### src/rtl/cpu_run_ctrl.sv
// CPU run/halt sequencer: start flush, stall merge, single-step, PC breakpoint, halt cause, cycle counter.
// stall/stall_1shot are combinational from state and stall_req; every other output comes from registers.
module cpu_run_ctrl #(
  parameter int NSRC      = 4,
  parameter int STEP_W    = 16,
  parameter int CYC_W     = 32,
  parameter int FLUSH_CYC = 2
) (
  input  logic              clk,
  input  logic              rst,
  input  logic              cpu_start,
  input  logic              quit_cmd,
  input  logic              step_cmd,
  input  logic [STEP_W-1:0] step_num,
  input  logic              bp_en,
  input  logic [31:2]       bp_adr,
  input  logic [31:2]       pc_ex,
  input  logic [NSRC-1:0]   stall_req,
  output logic              stall,
  output logic              stall_1shot,
  output logic              stall_dly,
  output logic              rst_pipe,
  output logic              running,
  output logic [1:0]        halt_cause,
  output logic [CYC_W-1:0]  cycle_cnt
);

  typedef enum logic [2:0] {
    S_IDLE,
    S_FLUSH,
    S_RUN,
    S_STEP,
    S_HALT
  } state_t;

  localparam int            FW         = (FLUSH_CYC > 1) ? $clog2(FLUSH_CYC) : 1;
  localparam logic [FW-1:0] FLUSH_LAST = FW'(FLUSH_CYC - 1);

  localparam logic [1:0] CAUSE_NONE = 2'd0;
  localparam logic [1:0] CAUSE_QUIT = 2'd1;
  localparam logic [1:0] CAUSE_BP   = 2'd2;
  localparam logic [1:0] CAUSE_STEP = 2'd3;

  state_t              state, state_nxt;
  logic [FW-1:0]       flush_cnt, flush_nxt;
  logic [STEP_W-1:0]   step_cnt, step_nxt;
  logic [1:0]          cause_nxt;
  logic [CYC_W-1:0]    cyc_nxt;
  logic                adv;
  logic                bp_hit;
  logic [STEP_W-1:0]   step_ld;

  assign running     = (state == S_RUN) || (state == S_STEP);
  assign stall       = running ? |stall_req : 1'b1;
  assign stall_1shot = stall & ~stall_dly;
  assign rst_pipe    = (state == S_FLUSH);
  assign adv         = running & ~stall;
  assign bp_hit      = bp_en & adv & (pc_ex == bp_adr);
  assign step_ld     = (step_num == '0) ? STEP_W'(1) : step_num;

  always_ff @(posedge clk) begin
    if (rst) begin
      state      <= S_IDLE;
      flush_cnt  <= '0;
      step_cnt   <= '0;
      halt_cause <= CAUSE_NONE;
      cycle_cnt  <= '0;
      stall_dly  <= 1'b1;
    end else begin
      state      <= state_nxt;
      flush_cnt  <= flush_nxt;
      step_cnt   <= step_nxt;
      halt_cause <= cause_nxt;
      cycle_cnt  <= cyc_nxt;
      stall_dly  <= stall;
    end
  end

  always_comb begin
    state_nxt = state;
    flush_nxt = flush_cnt;
    step_nxt  = step_cnt;
    cause_nxt = halt_cause;
    cyc_nxt   = cycle_cnt;

    if (adv) begin
      cyc_nxt = cycle_cnt + CYC_W'(1);
      if (state == S_STEP) begin
        step_nxt = step_cnt - STEP_W'(1);
      end
    end

    case (state)
      S_IDLE, S_HALT: begin
        if (cpu_start) begin
          // A nonzero step count left here selects STEP instead of RUN once the flush ends.
          state_nxt = S_FLUSH;
          flush_nxt = '0;
          cyc_nxt   = '0;
          cause_nxt = CAUSE_NONE;
          step_nxt  = step_cmd ? step_ld : '0;
        end else if (step_cmd && (state == S_HALT)) begin
          state_nxt = S_STEP;
          step_nxt  = step_ld;
        end
      end

      S_FLUSH: begin
        if (quit_cmd) begin
          state_nxt = S_HALT;
          cause_nxt = CAUSE_QUIT;
        end else if (flush_cnt == FLUSH_LAST) begin
          state_nxt = (step_cnt != '0) ? S_STEP : S_RUN;
        end else begin
          flush_nxt = flush_cnt + FW'(1);
        end
      end

      S_RUN, S_STEP: begin
        if (quit_cmd) begin
          state_nxt = S_HALT;
          cause_nxt = CAUSE_QUIT;
        end else if (bp_hit) begin
          state_nxt = S_HALT;
          cause_nxt = CAUSE_BP;
        end else if ((state == S_STEP) && adv && (step_cnt == STEP_W'(1))) begin
          state_nxt = S_HALT;
          cause_nxt = CAUSE_STEP;
        end
      end

      default: begin
        state_nxt = S_IDLE;
      end
    endcase
  end

endmodule

### config.mk
export PLATFORM = sky130hd
export DESIGN_NAME = cpu_run_ctrl
export DESIGN_NICKNAME = d
export VERILOG_FILES = /design/src/rtl/cpu_run_ctrl.sv
export SDC_FILE = /design/constraint.sdc
export NUM_CORES = 1
export LEC_CHECK = 0
export ABC_AREA = 1
export ABC_CLOCK_PERIOD_IN_PS = 1700
export BUFFER_PORTS_ARGS = -buffer_cell sky130_fd_sc_hd__buf_2
export CORE_MARGIN = 8
export CORE_UTILIZATION = 47
export CTS_CLUSTER_DIAMETER = 120
export CTS_CLUSTER_SIZE = 12
export DETAILED_ROUTE_END_ITERATION = 8
export PLACE_DENSITY = 0.77
export SLEW_MARGIN = 40
export SYNTH_ARGS = -nofsm -noshare
export SYNTH_HDL_FRONTEND = slang
export SYNTH_SLANG_ARGS = --single-unit
export TNS_END_PERCENT = 30
### constraint.sdc
create_clock -name clk -period 1.7 [get_ports clk]
set_input_delay 0.085 -clock clk [delete_from_list [all_inputs] [get_ports clk]]
set_output_delay 0.085 -clock clk [all_outputs]
set_load 0.02 [all_outputs]
Word level (Yosys, flattened, before mapping)
Index checks and enable logic that the tools add are counted.
Operators by class
  add/sub/neg operators: 3
  equality and inequality tests: 12
  mux-type cells: 30
  bitwise operators: 6
  reductions and logical operators: 15
Operator list (number)
  $mux W16: 7
  $mux W32: 3
  $add A32 B1 Y32 const B: 1
  $eq A30 B30 Y1: 1
  $mux W3: 7
  $eq A16 B1 Y1 const B: 1
  $logic_not A16 Y1: 1
  $reduce_bool A16 Y1: 1
  $sub A16 B1 Y16 const B: 1
  $mux W2: 5
  $pmux W3 S3: 1
  $eq A3 B2 Y1 const B: 2
  $ne A2 B2 Y1 const B: 3
  $pmux W2 S3: 1
  $reduce_and A3 Y1: 2
  $mux W1: 5
  $and A1 B1 Y1: 4
  $ne A4 B4 Y1 const B: 1
  $reduce_and A4 Y1: 1
  $reduce_or A2 Y1: 2
  $reduce_or A4 Y1: 1
  $eq A3 B1 Y1 const B: 1
  $eq A3 B3 Y1 const B: 1
  $logic_and A1 B1 Y1: 3
  other kinds (9): 10
Word-level totals
  register bits: 55
  output and inout bits: 39
  logic and storage cells: 72

Depth between registers and ports, before layout
Gate-level depths: netlist of the first run.
  depth in word-level cells: 11
  depth in mapped cells: 14

Least setup slack after synthesis of the first run
OpenSTA, ideal clock, no wires.
  path kind: reg2reg
  start: register cycle_cnt[5]
  end: register cycle_cnt[29]
  library setup time: 128 ps
  arrival time: 1662 ps
  data required time: 1572 ps
  slack: -90 ps
  cell stages (with the launch flop): 9
  path buffers: 0
  clock period less this slack: 1790 ps
  cells stage by stage: dfxtp_1 inv_1 nor3_1 nand3_1 nor2_1 nand2_1 nor2_1 xnor2_1 nor2_1
On the way
  word-level cells in the longest chain between the ends: 4
Ends and longest elaborated chain
  start, declared: line 25  | output logic [CYC_W-1:0] cycle_cnt
  start signal, assigned: line 74  | cycle_cnt <= cyc_nxt;
  $add A32 B1 Y32 *: line 87  | cyc_nxt = cycle_cnt + CYC_W'(1);
  $mux W32 *: line 86  | if (adv) begin
  $mux W32: line 95  | if (cpu_start) begin
  $mux W32 *: line 93  | case (state)
Every way passes the cells marked *; elsewhere a longest branch is shown, timed or not.
A chain may end at the register's enable or synchronous reset.

Worst setup path after layout of the first run
  start: register state[1]
  end: register cycle_cnt[23]
On the way
  word-level cells in the longest chain between the ends: 8
  elaborated cells between the ends (all ways): 12
  classes of those cells: 3 x eq/ne; 4 x mux; 2 x bitwise; 3 x reduce/logical
Ends and longest elaborated chain
  start, declared: line 44  | state_t state, state_nxt;
  start signal, assigned: line 70  | state <= state_nxt;
  $eq A3 B2 Y1: line 53  | assign running = (state == S_RUN) || (state == S_STEP);
  $logic_or A1 B1 Y1: line 53
  $mux W1: line 54  | assign stall = running ? |stall_req : 1'b1;
  $not A1 Y1: line 57  | assign adv = running & ~stall;
  $and A1 B1 Y1: line 57
  $mux W32: line 86
  $mux W32: line 95
  $mux W32 *: line 93
Marked as above.

==> results of run 1 <==
cell type report:
type                    instances  area share [%]
repair buffers                152            16.2
repair inverters                1           0.144
flip-flops and latches         55            21.5
clock buffers                   6            1.59
well taps                     105            2.53
multi-input cells             490            48.2
inverters                     124            9.08
clock inverters                 2           0.674
flip-flops by register name (all words and copies together), names as in the netlist:
signal	cells
step_cnt	16
cycle_cnt	32
stall_dly	1
flush_cnt	1
state	3
halt_cause	2
repair_timing:
item                       4_1_cts  5_1_grt
hold buffers                     0        0
pin swaps                        1       11
setup buffers                    0        5
setup endpoints to repair        5       38
resized for setup                1       51
cloned                           0        1
routing by layer:
layer / wire [µm] / share of wire (%) / GRT usage [%] / vias up
li1: - / - / - / 2382
met1: 5090 / 43 / 24.2 / 2067
met2: 6020 / 50 / 35.2 / 133
met3: 709 / 5.9 / 3.99 / 15
met4: 140 / 1.2 / 4.66 / 0
met5: 0 / 0 / 0 / -
kinds of logic (layout without fill, tap and decap cells):
family	after synthesis	after routing	share of synthesized area, %
adders and majority gates	4	4	1.26
xor gates and xnor gates	23	23	5.06
buffers and inverters	131	285	12.4
DFF	55	55	27.7
AOI/OAI and AO/OA	66	66	8.96
and+or+nand+nor	397	397	44.7
worst min-delay path, stage by stage:
cell	delay, ns
buf_2	0.10
nand2_1	0.06
a21oi_1	0.06
through the flow:
step           hold slack, ns  cell area (µm²)  setup WS, ns  power (mW)  setup TNS (ns)
6_report               0.0319             5200        0.0186        4.05               0
5_1_grt                0.0234             5200        -0.103        4.35           -1.11
4_1_cts                0.0242             5020        0.0166        3.90               0
3_5_place_dp            0.359             4900       -0.0233        2.98         -0.0293
3_3_place_gp            0.352             4900        0.0836        2.95               0
2_1_floorplan           0.226             3990       -0.0528        2.46          -0.201
power groups by stage:
stage               clock [mW]  combinational [mW]  sequential (mW)
finish                   0.919                1.60             1.53
global route             0.991                1.81             1.55
CTS                      0.930                1.47             1.50
detailed placement           0                1.45             1.53
global placement             0                1.42             1.53
floorplan                    0               0.918             1.55
how the worst min path moves through the flow:
stage / cells after the start / start / end / slack [ns]
after detailed placement: 3 / step_num[13] / step_cnt[13]$_SDFF_PP0_ / 0.36
after global routing: 3 / step_num[15] / step_cnt[15]$_SDFF_PP0_ / 0.02
final: 3 / step_num[10] / step_cnt[10]$_SDFF_PP0_ / 0.03
after global placement: 3 / step_num[14] / step_cnt[14]$_SDFF_PP0_ / 0.35
after floorplan: 2 / rst / stall_dly$_SDFF_PP1_ / 0.23
after CTS: 3 / step_num[13] / step_cnt[13]$_SDFF_PP0_ / 0.02
placed cells by master (no fill, tap or decap), types with 7 or more instances in the layout:
master / n
a21oi_1: 34
buf_2: 124
buf_4: 27
dfxtp_1: 44
dfxtp_2: 9
inv_1: 116
nand2_1: 203
nand2_2: 7
nand3_1: 22
nand4_1: 10
nor2_1: 93
nor2_2: 13
nor2_4: 8
nor3_1: 10
o21ai_0: 16
xnor2_1: 9
xor2_1: 14
==> run metrics, run 1 <==
CP arrival 1.94 ns; CP top delay family simple AND/OR/NAND/NOR gates; CP Depth 11; Syn Area/Cell 5.89 µm²; Max-slew headroom 70.0%; CP startpoint state[1]$_SDFFE_PP0P_; final wirelength 12.0 mm; P_sw 1.56 mW; synthesized flop and latch total 55; number of max-cap violations 0; clock buffer depth 2; cell taking the most area after synthesis dfxtp_1; Mapped Nets 766; CTS tree done; P&R area growth vs syn 30.6%; sequence of cells on the critical path inv_4 > nor2_4 > nand4_4 > nor2_4 > nand2_2 > nor2_4 > nand3_2 > nor2_2 > nand2_1 > xor2_1 > nor2_1; nets@finish 919; placed cells 921; Core Area 8220 µm²; clk_skew 0.0145 ns; CTS HTree Levels 2; gr usage total 19.9%; die area 11700 µm²; CP Buf/Inv Count 1; combinational share of power 39.5%; class of the worst hold path in -> reg; FILL cells 785; Slew @ Worst Pin 0.446 ns; CP max stage cell dfxtp_4; non-filler cells, final 935; vias 4597; via density per instance 4.92; top_reg_cell synth dfxtp_1; largest net degree at the start of global routing 23; final core occ 63.3%; CP max stage delay 0.40 ns; Seq/Total Area, Yosys 27.7%; Starting DRT DRC Count 185; Async SR Flop Fraction 0%; cells after synthesis 676; IO buf count 124; sw frac 38.5%; Die Height 108 µm; CP Class reg -> reg; vias in the first global route 4426; CTS Buf Count 5; reg-to-reg critical path startpoint state[1]$_SDFFE_PP0P_; Final period util 98.9%; RSZ-0062 raised after global routing true; Mapped Area 3980 µm²; I/O Pins 125; Multi-input gate area 2510 µm²; hpwl dp 9.42 mm; Peak VDD IR 0.000425 V; P_leak 2.66 nW; Clock power frac 22.7%; element type at the critical path end flop; internal power 2.49 mW; CP dominant cell by count nor2_4; fmax 595 MHz; Die Wd 108 µm; fraction of layout instances using a drive strength above 1 28.3%; Worst Path Required 1.95 ns; Synth area leaders dfxtp_1 28%, nand2_1 20%, inv_1 11%, nor2_1 9.8%, a21oi_1 4.5%; Antenna Violating Nets Remaining 0; sequential cell fraction of total power 37.8%; count leader, synth nand2_1; Cell variety after synth 38; reg2reg end cycle_cnt[23]$_SDFF_PP0_; TritonRoute pass-1 iters 4; pwr/cell area 779 nW/µm²; global-route wire length before repair 19.7 mm; startpoint types flop; YS warnings 0; Max Slew Vio Count 0; fin crit period 1.68 ns; Critical Path End cycle_cnt[23]$_SDFF_PP0_; Synth top area share 27.7%; # rows 33; RePlAce Congestion 0.902; outcome finished clean; Skew-Pair Late Insertion Delay 0.31 ns; gr ovfl total 0; clk root buf clkbuf_8; Seq. cell area 1120 µm²; DR DRC count 0; Post-synth EDFFs 0; final hold vios 0; ANT cells 0; Post-synth top cells 209 x nand2_1, 120 x inv_1, 104 x nor2_1; Clock transition at path regs 0.11 ns; clk sinks 55; Worst R2R Path Depth 11; Final setup viols 0; r2r setup slk 0.02 ns; WL per Instance 12.8 µm; Initial Util 48.4%; crit path max fanout 5; initial antenna violation count 0
Power figures use the tool's default switching activity.
==> run 2, diff against run 1 <==
Settings changed: CELL_PAD_IN_SITES_DETAIL_PLACEMENT set to 1, CELL_PAD_IN_SITES_GLOBAL_PLACEMENT set to 2, CORE_UTILIZATION 47 to 23, PLACE_DENSITY 0.77 to unset, PLACE_DENSITY_LB_ADDON set to 0.1.
==> run 2 against run 1 <==
  * Count of clock-buffer cells in the layout unchanged
  * Fmax up 0.90%
  * Combinational power increased by 9%
  * Cell area up 8.1%
  * Critical path depth decreased by 2
  * Routed wire length increased by 29%
  * Critical path type unchanged
==> run metrics, run 2 (synthesized netlist as in run 1, its figures left out) <==
clk_skew 0.00742 ns; initial antenna violation count 0; RSZ-0062 raised after global routing true; CP arrival 1.91 ns; hold path endpoint step_cnt[14]$_SDFF_PP0_; fmax 600 MHz; commonest non-fill, non-tap cells in the layout 199 x nand2_1, 124 x buf_2, 114 x inv_1, 90 x nor2_1, 49 x buf_4; Clock transition at path regs 0.07 ns; fraction of layout instances using a drive strength above 1 30.9%; final wirelength 15.4 mm; Initial Util 23.3%; r2r setup slk 0.03 ns; final core occ 32.8%; P&R area growth vs syn 41.1%; startpoint types flop; hpwl dp 12.9 mm; Final period util 98.0%; crit path max fanout 3; RePlAce Congestion 0.752; DP Area 5220 µm²; final hold vios 0; Largest Register cycle_cnt; Max Slew Vio Count 0; fin crit period 1.67 ns; gr ovfl total 0; WHS Path Cells 3; I/O Pins 125; GR Util met3 2.84%; Max-slew headroom 68.4%; clk root buf clkbuf_16; Overall Power 4.49 mW; TritonRoute pass-1 iters 4; non-filler cells, final 1079; TNS Setup 0 ns; max reg flops 32; class of the worst hold path in -> reg; most common cell after layout, fill and taps aside nand2_1; die area 21800 µm²; M2 GR Usage 25.9%; Slew @ Worst Pin 0.473 ns; Die Height 148 µm; CP Class reg -> reg; CP startpoint state[2]$_SDFFE_PP0P_; Worst Path Required 1.95 ns; GRT Max-Usage Layer met2; top flop regs cycle_cnt x32, step_cnt x16, state x3; element type at the critical path end flop; gr usage total 14.2%; IO buf count 124; ANT cells 0; Skew-Pair Late Insertion Delay 0.31 ns; met1 Usage GRT 16.7%; clock buffer depth 2; P_leak 2.82 nW; CTS Buf Count 5; CTS HTree Levels 2; Hold Buf Count CTS 0; CTS tree done; number of max-cap violations 0; nets@finish 944; global-route wire length before repair 25.3 mm; Core Area 17100 µm²; pwr/cell area 800 nW/µm²; Peak VDD IR 0.000401 V; # rows 48; FILL cells 2280; Worst R2R Path Depth 9; via density per instance 4.35; Worst Hold Launch step_num[14]; vias 4697; largest net degree at the start of global routing 23; Die Wd 148 µm; reg2reg end step_cnt[10]$_SDFF_PP0_; outcome finished clean; DR DRC count 0; placed cells 1065; WL per Instance 14.3 µm; Final setup viols 0; reg-to-reg critical path startpoint state[2]$_SDFFE_PP0P_; Antenna Violating Nets Remaining 0; Starting DRT DRC Count 174; clk sinks 55; Non-Filler Cell Area, Final 5620 µm²; vias in the first global route 5113
run 2: changes by cell type in the layout (fill, tap and decap cells not counted), sizes merged:
cell,previous run,this run
buf,152,177
inv,123,122
run 2: area by class of cell:
type / count / area (µm²) / area share, %
multi-input cells: 490 / 2550 / 45.4
clock buffers: 6 / 129 / 2.29
well taps: 225 / 282 / 5.01
flip-flops and latches: 55 / 1120 / 19.9
repair inverters: 1 / 7.51 / 0.134
repair buffers: 177 / 1030 / 18.4
inverters: 124 / 469 / 8.35
clock inverters: 1 / 30.0 / 0.535
run 2: worst max-delay path, stage by stage, from the launching register on:
cell,delay [ns]
dfxtp_4,0.37
inv_2,0.06
nand3_2,0.08
nor2_4,0.15
buf_6,0.12
nand4_1,0.17
nor3_2,0.29
xor2_1,0.17
nand2_1,0.08
a21oi_2,0.11
run 2: timing repair:
| item | in CTS | in global routing |
|---|---|---|
| setup buffers | 0 | 6 |
| gates resized for setup | 5 | 65 |
| gates cloned | 0 | 1 |
| pin swaps | 1 | 19 |
| endpoints found under the setup margin | 17 | 41 |
run 2: how the worst max path moves through the flow:
stage	end	slack [ns]	cells past startpoint
after floorplan	cycle_cnt[14]$_SDFF_PP0_	-0.05	12
after global placement	state[2]$_SDFFE_PP0P_	-0.13	9
after detailed placement	cycle_cnt[22]$_SDFF_PP0_	-0.12	7
after CTS	step_cnt[10]$_SDFF_PP0_	-0.04	9
after global routing	step_cnt[10]$_SDFF_PP0_	-0.13	9
final	step_cnt[10]$_SDFF_PP0_	0.03	9
run 2: report_power, final:
part	switching [mW]	leakage [nW]	internal (mW)
Combinational	1.12	2.29	0.639
Sequential	0.109	0.450	1.42
Clock	0.519	0.0769	0.691
run 2: per-stage QoR:
step / setup WS (ns) / hold WS (ns)
after CTS: -0.0397 / 0.0206
after detailed placement: -0.122 / 0.359
after global routing: -0.126 / 0.0315
final: 0.0336 / 0.0356
after global placement: -0.130 / 0.351
after floorplan: -0.0528 / 0.226
run 2: layer usage:
metal  wire length [µm]  vias to the layer above
li1                   -                     2432
met2               7750                       64
met3                514                       10
met5                  0                        -
met4                167                        0
met1               7010                     2191
==> run 3, diff against run 2 <==
Settings changed: PLACE_DENSITY set to 0.82, PLACE_DENSITY_LB_ADDON 0.1 to unset.
==> run 3 against run 2 <==
  * Final cell count shrank 0.93%
  * Register-to-register slack worse by 0.03 ns
  * Worst hold slack better by 0.015 ns
  * Critical path depth is the same
  * Routed wire length is 7.0% lower
  * Die area unchanged
  * Sequential share of layout area increased by 0.47 points
  * Clock skew hardly changed
  * First-iteration DRC count is 24% lower
  * Sequential power about the same
  * Via count shrank 2.7%
  * Global-route usage shrank 1.3 points
  * Largest power group unchanged
  * Highest routed layer unchanged
==> run metrics, run 3 (synthesized netlist as in run 1, its figures left out) <==
clk_skew 0.00741 ns; die area 21800 µm²; Die Height 148 µm; Core Area 17100 µm²; element type at the critical path end flop; Slew @ Worst Pin 0.498 ns; Initial Util 23.3%; Hold Buf Count CTS 0; startpoint types flop; top flop regs cycle_cnt x32, step_cnt x16, state x3; Final period util 99.9%; CTS Buf Count 5; clk sinks 55; CTS HTree Levels 2; CP max stage cell dfxtp_2; sequence of cells on the critical path buf_4 > nand3_2 > nor2_4 > nand4_1 > inv_2 > nand2_1 > a21oi_2 > o21ai_0 > a21oi_1; DR DRC count 0; nets@finish 933; Worst Path Required 1.92 ns; Multi-input gate area 2500 µm²; CP max stage delay 0.35 ns; commonest non-fill, non-tap cells in the layout 207 x nand2_1, 124 x buf_2, 118 x inv_1, 95 x nor2_1, 46 x dfxtp_1; max reg flops 32; outcome finished clean; CTS tree done; CP Class reg -> reg; class of the worst hold path in -> reg; crit path max fanout 4; Clock transition at path regs 0.07 ns; Max Slew Vio Count 0; CP startpoint state[1]$_SDFFE_PP0P_; number of max-cap violations 0; clk root buf clkbuf_16; final core occ 31.9%; fin crit period 1.70 ns; Peak VDD IR 0.000373 V; IO buf count 124; Seq. cell area 1110 µm²; largest net degree at the start of global routing 23; RSZ-0062 raised after global routing true; via density per instance 4.28; gr usage total 12.9%; vias 4571; Skew-Pair Late Insertion Delay 0.30 ns; Final setup viols 0; P&R area growth vs syn 37.4%; RePlAce Congestion 0.795; global-route wire length before repair 23.2 mm; Die Wd 148 µm; Antenna Violating Nets Remaining 0; Largest Register cycle_cnt; setup slack after layout 0.00153 ns; FILL cells 2277; final hold vios 0; I/O Pins 125; fmax 589 MHz; ANT cells 0; Starting DRT DRC Count 132; Post-Place Worst Slack -0.0398 ns; fraction of layout instances using a drive strength above 1 28.2%; Worst Hold Launch step_num[2]; clock buffer depth 2; CP arrival 1.92 ns; pwr/cell area 780 nW/µm²; WL per Instance 13.4 µm; hpwl dp 12.2 mm; placed cells 1054; TritonRoute pass-1 iters 4; non-filler cells, final 1069; initial antenna violation count 0; final wirelength 14.3 mm; vias in the first global route 4712; reg-to-reg critical path startpoint state[1]$_SDFFE_PP0P_; P_leak 2.77 nW; most common cell after layout, fill and taps aside nand2_1; Max-slew headroom 66.8%; # rows 48; gr ovfl total 0
run 3: cell types whose count changed in the layout (fill, tap and decap cells not counted), sizes merged:
| cell | delta |
|---|---|
| buf | -10 |
| bufinv | -1 |
| clkinvlp | -2 |
| inv | +1 |
| clkbuf | +2 |
run 3: what timing repair did:
item,CTS,global route
buffers inserted,0,7
gates resized for setup,2,40
setup endpoints to repair,8,40
pin swaps,0,8
endpoints found under the hold margin,0,0
run 3: through the flow:
step	hold slack, ns	cell area, µm²	setup TNS, ns	power, mW
after floorplan	0.226	3990	-0.201	2.46
after global placement	0.360	5140	-0.00853	3.09
after detailed placement	0.361	5140	-0.0814	3.10
after CTS	0.0442	5310	-0.0821	4.25
after global routing	0.0448	5470	-1.20	4.57
final	0.0507	5470	0	4.26
run 3: metal layers:
layer / vias to the layer above / global-route usage (%) / part of all wire (%)
met5: - / 0 / 0
li1: 2411 / - / -
met3: 9 / 2.93 / 3.7
met1: 2095 / 16.4 / 48
met2: 56 / 22.2 / 48
met4: 0 / 1.94 / 0.73
run 3: worst paths after layout:
| path | endpoint | slack (ns) | cells after the start |
|---|---|---|---|
| max | step_cnt[7]$_SDFF_PP0_ | 0.002 | 9 |
| min | step_cnt[2]$_SDFF_PP0_ | 0.05 | 3 |
| max reg2reg | step_cnt[7]$_SDFF_PP0_ | 0.002 | 9 |
| min reg2reg | halt_cause[1]$_SDFFE_PP0P_ | 0.46 | 2 |
run 3: where the power goes:
group	internal, mW	total (mW)	switching, mW
Clock	0.630	1.13	0.501
Combinational	0.603	1.63	1.03
Sequential	1.41	1.50	0.0941
run 3: area by class of cell:
type / count / area share (%)
timing repair buffer: 167 / 17.5
tap: 225 / 5.15
inverter: 124 / 8.51
multi-input combinational: 490 / 45.7
clock buffer: 8 / 2.86
sequential: 55 / 20.3
run 3: worst max-delay path, delay by kind of cell (launching register included):
| family | cells | cell delay (ns) |
|---|---|---|
| AND/OR/NAND/NOR | 4 | 0.60 |
| AO/OA/AOI/OAI | 3 | 0.39 |
| flip-flops | 1 | 0.35 |
| buffers and inverters | 2 | 0.29 |
